==> src/rtl/countdown_timer_if.sv <==
// Control/status bundle for countdown_timer: the master drives load/start/stop/enable,
// the slave (the timer) returns the count and status flags.
interface countdown_timer_if #(
    parameter int bit_width = 64
);
    logic                 clk_en;
    logic                 load;
    logic [bit_width-1:0] load_val;
    logic                 start;
    logic                 stop;
    logic                 mode;
    logic [bit_width-1:0] dOUT;
    logic                 tc;
    logic                 busy;
    logic                 expired;

    modport master (
        output clk_en, load, load_val, start, stop, mode,
        input  dOUT, tc, busy, expired
    );

    modport slave (
        input  clk_en, load, load_val, start, stop, mode,
        output dOUT, tc, busy, expired
    );
endinterface

==> src/rtl/countdown_timer.sv <==
// Loadable down-counter with IDLE/RUN/EXPIRED control and a one-cycle terminal-count pulse.
// Define COUNTDOWN_TIMER_AUTORELOAD_EN to add the reload register and periodic mode (mode = 1).
module countdown_timer #(
    parameter int bit_width = 64
) (
    input logic              clk,
    input logic              rst,
    countdown_timer_if.slave bus
);
    typedef enum logic [1:0] {ST_IDLE, ST_RUN, ST_EXPIRED} state_t;

    state_t               state_q, state_d;
    logic [bit_width-1:0] count_q, count_d;
    logic                 tc_q, tc_d;
    logic                 busy_q, busy_d;
    logic                 expired_q, expired_d;
`ifdef COUNTDOWN_TIMER_AUTORELOAD_EN
    logic [bit_width-1:0] reload_q, reload_d;
`else
    logic                 unused_mode;
    assign unused_mode = bus.mode;
`endif

    // Priority: load > stop > start > decrement. Count 0 never decrements.
    always_comb begin
        state_d = state_q;
        count_d = count_q;
        tc_d    = 1'b0;
`ifdef COUNTDOWN_TIMER_AUTORELOAD_EN
        reload_d = reload_q;
`endif
        if (bus.load) begin
            count_d = bus.load_val;
`ifdef COUNTDOWN_TIMER_AUTORELOAD_EN
            reload_d = bus.load_val;
`endif
            state_d = ST_IDLE;
        end else begin
            case (state_q)
                ST_IDLE: begin
                    if (bus.start && !bus.stop && count_q != '0) begin
                        state_d = ST_RUN;
                    end
                end
                ST_RUN: begin
                    if (bus.stop) begin
                        state_d = ST_IDLE;
                    end else if (bus.clk_en && count_q != '0) begin
                        if (count_q != bit_width'(1)) begin
                            count_d = count_q - bit_width'(1);
                        end else begin
                            tc_d = 1'b1;
`ifdef COUNTDOWN_TIMER_AUTORELOAD_EN
                            if (bus.mode) begin
                                count_d = reload_q;
                            end else begin
                                count_d = '0;
                                state_d = ST_EXPIRED;
                            end
`else
                            count_d = '0;
                            state_d = ST_EXPIRED;
`endif
                        end
                    end
                end
                default: begin
                end
            endcase
        end
        busy_d    = (state_d == ST_RUN);
        expired_d = (state_d == ST_EXPIRED);
    end

    always_ff @(posedge clk or posedge rst) begin
        if (rst) begin
            state_q   <= ST_IDLE;
            count_q   <= '0;
            tc_q      <= 1'b0;
            busy_q    <= 1'b0;
            expired_q <= 1'b0;
`ifdef COUNTDOWN_TIMER_AUTORELOAD_EN
            reload_q  <= '0;
`endif
        end else begin
            state_q   <= state_d;
            count_q   <= count_d;
            tc_q      <= tc_d;
            busy_q    <= busy_d;
            expired_q <= expired_d;
`ifdef COUNTDOWN_TIMER_AUTORELOAD_EN
            reload_q  <= reload_d;
`endif
        end
    end

    assign bus.dOUT    = count_q;
    assign bus.tc      = tc_q;
    assign bus.busy    = busy_q;
    assign bus.expired = expired_q;
endmodule
==> src/flat_wrapper.sv <==
// flat-port wrapper written by rule: the top's interface ports become plain ports
module countdown_timer_flat 
#(
    parameter int bit_width = 64
)
  (clk, rst, bus_clk_en, bus_load, bus_load_val, bus_start, bus_stop, bus_mode, bus_dOUT, bus_tc, bus_busy, bus_expired);
  countdown_timer_if #(.bit_width(bit_width)) bus_i ();
  input logic clk;
  input logic rst;
  input wire logic [$bits(bus_i.clk_en)-1:0] bus_clk_en;
  input wire logic [$bits(bus_i.load)-1:0] bus_load;
  input wire logic [$bits(bus_i.load_val)-1:0] bus_load_val;
  input wire logic [$bits(bus_i.start)-1:0] bus_start;
  input wire logic [$bits(bus_i.stop)-1:0] bus_stop;
  input wire logic [$bits(bus_i.mode)-1:0] bus_mode;
  output wire logic [$bits(bus_i.dOUT)-1:0] bus_dOUT;
  output wire logic [$bits(bus_i.tc)-1:0] bus_tc;
  output wire logic [$bits(bus_i.busy)-1:0] bus_busy;
  output wire logic [$bits(bus_i.expired)-1:0] bus_expired;
  assign bus_i.clk_en = bus_clk_en;
  assign bus_i.load = bus_load;
  assign bus_i.load_val = bus_load_val;
  assign bus_i.start = bus_start;
  assign bus_i.stop = bus_stop;
  assign bus_i.mode = bus_mode;
  assign bus_dOUT = bus_i.dOUT;
  assign bus_tc = bus_i.tc;
  assign bus_busy = bus_i.busy;
  assign bus_expired = bus_i.expired;
  countdown_timer #(.bit_width(bit_width)) u_core (.clk(clk), .rst(rst), .bus(bus_i));
endmodule
==> config.mk <==
export PLATFORM = sky130hd
export DESIGN_NAME = countdown_timer_flat
export DESIGN_NICKNAME = d
export VERILOG_FILES = /design/src/rtl/countdown_timer_if.sv /design/src/rtl/countdown_timer.sv /design/src/flat_wrapper.sv
export SDC_FILE = /design/constraint.sdc
export NUM_CORES = 1
export LEC_CHECK = 0
export CORE_ASPECT_RATIO = 0.6
export CORE_UTILIZATION = 25
export DETAILED_ROUTE_END_ITERATION = 16
export PLACE_DENSITY = 0.47
export SLEW_MARGIN = 20
export SYNTH_ARGS = -nofsm -noshare
export SYNTH_HDL_FRONTEND = slang
export SYNTH_SLANG_ARGS = --single-unit
==> constraint.sdc <==
create_clock -name clk -period 3.9 [get_ports clk]
set_input_delay 0.585 -clock clk [delete_from_list [all_inputs] [get_ports clk]]
set_output_delay 0.585 -clock clk [all_outputs]
set_load 0.02 [all_outputs]
==> metrics.txt, run 1 <==
status=finished, final reports clean; Post-CTS Setup Inserts=0; Slew @ Worst Pin=between 1000 and 1500 ps; Worst-Skew Late Latency=between 300 and 400 ps; Post-Route Setup TNS=0 ps; sequential area share after synthesis=around two fifths; final period utilization=87.0%; Tot GR Track Use=between 20% and 30%; Routed WL=around 19000 um; worst reg2reg setup slack=just over 500 ps; post-layout minimum cycle time=approximately 3400 ps; Fmax=around 290 MHz; Setup Crit Path Kind=reg2reg; # diodes=0; Syn Nets=624; core box area=17200 um2; wire per inst=20.0 um; Die Area=18200 um2; dpl cell area=approximately 6000 um2; Worst-path clk slew=approximately 60 ps; CP Capture Type=flop; YS warnings=0; non-filler instance count after layout=roughly 930; CP peak stage delay=around 580 ps; Slew headroom=between 30% and 40%; Root Driver=clkbuf_16; Detail Route Antenna Nets=0; async set-reset flop share out of synthesis=between 90% and 100%; via count=roughly 5000; Cell Chain, Critical Path=or4_4 -> or4_4 -> nor4_4 -> a311o_1 -> buf_4 -> nor2_1 -> a221o_1; Post-Syn Instances=between 500 and 600; CTS tree=yes; FF+latch count, synth=69; Port Buf Inserts=136; CTS Hold Bufs=0; slowest stage cell on the critical path=or4_4; CP Launch Type=flop; drt first pass iters=5; Worst Path Max Fanout=26; Slew Limit Fails=0; Syn Area/Cell=roughly 8 um2; Leak=approximately 2.4 nW; TritonCTS Sinks=69; number of buffers created by CTS=9; initial core utilization=between 20 and 30%; largest net degree at the start of global routing=65; Max Cap Viol=0; pwr dens=roughly 380 nW/um2; area growth from synthesis to layout=47.5%; final worst clock skew=between 5 and 6 ps; most frequent CP cell=or4_4; initial antenna violation count=0; H-tree Lvls=3; Longest Clk Path Bufs=2; Syn Std Cell Area=between 4000 and 5000 um2; count of cell types in the netlist=51; unrepaired setup endpoints after global routing=no; Remaining DRCs=0; fillers=between 1500 and 2000; First DRT Iteration DRCs=about 470; total grt overflow=0; Final Hold Vio Count=0; layout cells sized above 1=~7.4%; FP Rows=37; Req. time, crit path=between 4000 and 5000 ps; Crit path arrival time=between 3000 and 4000 ps; Peak supply drop=approximately 0.19 mV; EDFF count, synth=0; first-pass GRT wire length=28200 um; I/O pins=approximately 140; Finished Cell Area=6510 um2; Die Y=about 100 um; post-placement cell count=910; DP Wirelength=roughly 13000 um; Avg Vias per Cell=approximately 5.4; Setup-failing EPs final=0; CTS resizes=0; Nets=between 700 and 800; vias in the first global route=4740; Min-Delay Path Class=in2async; Die Width=~170 um; GP Congestion=around 0.84; Post-synth top flop=dfrtp_1
==> area by class of cell <==
class,instances,area (um2),area share (%)
Sequential cell,69,1730,26.5
Multi-Input combinational cell,446,2560,39.4
Timing Repair Buffer,157,1520,23.3
Tap cell,234,293,4.50
Inverter,4,15.0,0.231
Clock buffer,10,239,3.67
Clock inverter,6,158,2.42
==> metal layers <==
layer / vias up / share of wire (%) / track usage, %
li1: 2351 / - / -
met1: 2410 / 53 / 33.2
met2: 258 / 38 / 26.0
met3: 9 / 8.7 / 4.62
met4: 0 / 0.53 / 3.57
met5: - / 0 / 0
==> Yosys cell counts (all sizes together) (2+ instances only) <==
cell	number	area, um2
or4	7	60.1
o311ai	8	70.1
o31a	2	17.5
clkbuf	22	82.6
nand2	68	255
nor4	19	134
a21oi	37	185
nor2	46	180
or2	5	31.3
nor2b	8	50.1
a221o	8	80.1
nor3b	7	57.6
ha	2	25.0
a21o	2	15.0
o211ai	17	128
inv	4	15.0
buf	10	48.8
nor3	37	185
a32oi	6	52.6
a22oi	7	52.6
nand4b	2	17.5
nand3b	14	105
and2	3	18.8
nand3	20	100
and3	3	18.8
nand2b	10	62.6
nand4	4	25.0
a211o	4	35.0
dfrtp	69	1730
o21ai	66	330
or3	20	125
o211a	2	20.0
==> worst paths after layout <==
| path | start | endpoint | cells after the start |
|---|---|---|---|
| worst max-delay path | u_core.bus.dOUT[40] | u_core.bus.dOUT[49] | 7 |
| worst min-delay path | rst | u_core.bus.dOUT[18] | 2 |
| worst max register to register | u_core.bus.dOUT[40] | u_core.bus.dOUT[49] | 7 |
| worst min register to register | u_core.bus.dOUT[60] | u_core.bus.dOUT[60] | 1 |
| max in group asynchronous | rst | u_core.bus.dOUT[43] | 3 |
| min in group clk | u_core.bus.dOUT[60] | u_core.bus.dOUT[60] | 1 |
==> placed cells by master, fill, tap and decap left out, types with 3 or more instances in the layout <==
cell type,netlist,layout
or3_1,20,20
nand3b_1,14,14
or4_1,5,5
or2_2,4,4
nand4_1,4,4
nor3_1,37,37
clkbuf_16,0,9
a221o_1,8,8
nand2b_1,10,10
nor2b_1,8,8
and3_1,3,3
a21oi_1,37,36
a211o_1,4,4
bufinv_16,0,5
inv_1,4,3
clkdlybuf4s50_1,0,135
a22oi_1,7,7
buf_4,0,22
dfrtp_1,69,69
a32oi_1,6,6
o311ai_0,8,8
nor4_1,18,18
o211ai_1,17,17
nand2_1,68,68
nand3_1,20,20
nor3b_1,6,6
o21ai_0,66,66
nor2_1,45,45
==> metrics by stage <==
stage	power, mW	util [%]	setup WS, ps	hold slack [ps]
finish	2.49	37.8	509	410
global route	2.59	37.8	391	405
CTS	2.51	37.8	534	404
detailed placement	1.39	35.5	552	525
global placement	1.39	35.5	568	523
floorplan	1.10	-	970	548
==> power by group <==
group	total, mW	switching, mW	internal, mW
combinational	0.508	0.262	0.246
sequential	0.873	0.0951	0.778
clock	1.11	0.337	0.772
==> kinds of logic (layout without fill, tap and decap cells) <==
| family | after synthesis | in the layout | share of synthesized area (%) |
|---|---|---|---|
| mux | 1 | 1 | 0.227 |
| flops | 69 | 69 | 39.1 |
| simple gates | 277 | 277 | 33.1 |
| fa+ha+maj | 2 | 2 | 0.566 |
| buf+inv | 36 | 177 | 3.31 |
| compound gates | 166 | 166 | 23.7 |
==> worst max-delay path, delay by kind of cell (launching register included) <==
kind / cells / cell delay [ps]
flip-flops: 1 / 430
AND/OR/NAND/NOR: 4 / 1860
buffers and inverters: 1 / 330
AO/OA/AOI/OAI: 2 / 630
==> sequential cells by signal, indices dropped and copies added (netlist names) <==
register and count:
u_core.bus.busy 1, u_core.bus.dOUT 64, u_core.bus.expired 1, u_core.bus.tc 1, u_core.state_q 2
Power figures use the tool's default switching activity.
==> inputs of run 2 (changes only) <==
--- a/config.mk
+++ b/config.mk
@@ -9,7 +9,6 @@
 export CORE_UTILIZATION = 25
 export DETAILED_ROUTE_END_ITERATION = 16
 export PLACE_DENSITY = 0.47
-export SLEW_MARGIN = 20
 export SYNTH_ARGS = -nofsm -noshare
 export SYNTH_HDL_FRONTEND = slang
 export SYNTH_SLANG_ARGS = --single-unit
==> constraint.sdc (replaced) <==
create_clock -name clk -period 3.9 [get_ports clk]
set_input_delay 0.39 -clock clk [delete_from_list [all_inputs] [get_ports clk]]
set_output_delay 0.39 -clock clk [all_outputs]
set_load 0.02 [all_outputs]
==> run 2 against run 1 <==
  * Utilization fell by 0.36 points
  * Final cell count grew 0.11%
  * Non-clock buffer count up 1
  * Power shrank 7.4%
  * Final area fell by 0.96%
  * Hold slack improved by 130 ps
  * Critical path depth grew 1
  * Largest power group unchanged
==> metrics.txt, run 2 (synthesis gave the netlist of run 1 again) <==
status=finished, final reports clean; max FFs per register=64 (unchanged); Port Buf Inserts=136 (unchanged); Final Hold Vio Count=0 (unchanged); CTS tree=yes; wire per inst=19.8 um (-1.0%); most frequent cells in the layout=135 x clkdlybuf4s50_1, 69 x dfrtp_1, 68 x nand2_1; non-filler instance count after layout=927 (+0.11%); via count=5064 (+0.72%); final worst clock skew=9.74 ps (+4.18 ps); final period utilization=86.9% (about the same); Crit path arrival time=3610 ps (about the same); First DRT Iteration DRCs=490 (+3.8%); DP Wirelength=13400 um (-0.38%); Leak=2.36 nW (-0.89%); TritonCTS Sinks=69 (unchanged); Layout Utilization=37.5% (-0.36 points); sequential cell area=1730 um2 (unchanged); Max Cap Viol=0 (unchanged); Cell Chain, Critical Path=or4_4 -> or4_4 -> nor4_4 -> a311oi_4 -> buf_4 -> o21ai_0 -> o21ai_0 -> a221o_1; Nets=761 (+0.13%); Longest Clk Path Bufs=2 (unchanged); Die Width=174 um (unchanged); Worst Path Max Fanout=14 (-46%); Tot GR Track Use=20.5% (+0.23 points); fillers=1793 (+0.17%); initial antenna violation count=0 (unchanged); Post-Route Setup TNS=0 ps (unchanged); Root Driver=clkbuf_16; Detail Route Antenna Nets=0 (unchanged); CP peak stage delay=590 ps (about the same); # diodes=0 (unchanged); Slew @ Worst Pin=1110 ps (+97.7 ps); drt first pass iters=5 (unchanged); H-tree Lvls=3 (unchanged); CP Launch Type=flop; Die Y=105 um (unchanged); unrepaired setup endpoints after global routing=no; Slew headroom=26.0% (-6.5 points); commonest non-fill, non-tap cell in the layout=clkdlybuf4s50_1; GP Congestion=0.840 (-0.44%); post-layout minimum cycle time=3390 ps (-1.16 ps); Min-Delay Path Class=reg2reg; Die Area=18200 um2 (unchanged); Req. time, crit path=4120 ps (about the same); Worst-Skew Late Latency=340 ps (about the same); total grt overflow=0 (unchanged); CTS Hold Bufs=0 (unchanged); Post-CTS Setup Inserts=0 (unchanged); Peak supply drop=0.163 mV (-15%); CTS resizes=0 (unchanged); FP Rows=37 (unchanged); vias in the first global route=4800 (+1.3%); I/O pins=138 (unchanged); area growth from synthesis to layout=46.0%; post-placement cell count=911 (+0.11%); Remaining DRCs=0 (unchanged); Routed WL=18400 um (-0.94%); first-pass GRT wire length=28700 um (+1.7%); largest net degree at the start of global routing=65 (unchanged); Fmax=295 MHz (about the same); number of buffers created by CTS=9 (unchanged); slowest stage cell on the critical path=or4_4; layout cells sized above 1=7.36% (-0.011 points); Avg Vias per Cell=5.46 (+0.61%); area taken by multi-input logic gates=2560 um2 (unchanged); CP Capture Type=flop; Setup Crit Path Kind=reg2reg; pwr dens=358 nW/um2 (-6.5%); core box area=17200 um2 (unchanged); Setup-failing EPs final=0 (unchanged); Slew Limit Fails=0 (unchanged); initial core utilization=25.6% (unchanged); Worst-path clk slew=60 ps (about the same)
-- run 2: changes by cell type in the layout (fill, tap and decap cells not counted) --
cell,delta
buf_4,+1
clkbuf_1,+1
clkbuf_8,+1
clkinv_2,+2
bufinv_16,-3
clkinvlp_4,-1
-- run 2: worst paths after layout --
kind,start,endpoint,slack (ps),depth (start not counted)
setup / recovery,u_core.bus.dOUT[40],u_core.bus.dOUT[47],510,8
hold / removal,u_core.bus.dOUT[59],u_core.bus.dOUT[59],540,2
setup reg to reg,u_core.bus.dOUT[40],u_core.bus.dOUT[47],510,8
hold reg to reg,u_core.bus.dOUT[59],u_core.bus.dOUT[59],540,2
max in group asynchronous,rst,u_core.bus.dOUT[47],2390,3
min in group asynchronous,rst,u_core.bus.dOUT[19],640,2
-- run 2: area by class of cell --
cell class	instances	area share, %
clock inverters	4	1.09
inverters	4	0.233
repair buffers	158	23.6
flip-flops and latches	69	26.8
well taps	234	4.54
clock buffers	12	3.98
multi-input cells	446	39.8
-- run 2: critical path: cells and delay by family (launching register included) --
family,cells,cell delay [ps]
simple gates,3,1680
compound gates,4,860
flops,1,430
buf+inv,1,310
-- run 2: layer usage --
layer / track usage (%) / share of wire (%) / up-vias
met5: 0 / 0 / -
met2: 26.9 / 39 / 232
met4: 3.45 / 0.66 / 0
li1: - / - / 2360
met1: 32.3 / 52 / 2459
met3: 5.90 / 8.4 / 13
-- run 2: power breakdown --
group,leakage (nW),switching (mW),internal [mW]
Clock,0.163,0.331,0.594
Sequential,0.848,0.0942,0.778
Combinational,1.35,0.263,0.247
-- run 2: metrics by stage --
step           setup slack, ps  cell area, um2  total power, mW  hold slack, ps
3_3_place_gp               522            6120             1.39             526
5_1_grt                    348            6450             2.40             586
6_report                   510            6450             2.31             535
3_5_place_dp               537            6120             1.39             527
2_1_floorplan              970            4420             1.10             509
4_1_cts                    518            6450             2.32             537
==> inputs of run 3 (changes only) <==
--- a/config.mk
+++ b/config.mk
@@ -5,6 +5,7 @@
 export SDC_FILE = /design/constraint.sdc
 export NUM_CORES = 1
 export LEC_CHECK = 0
+export CAP_MARGIN = 5
 export CORE_ASPECT_RATIO = 0.6
 export CORE_UTILIZATION = 25
 export DETAILED_ROUTE_END_ITERATION = 16
==> results of run 3 <==
Final layout, timing and power as in run 2 (identical DEF).
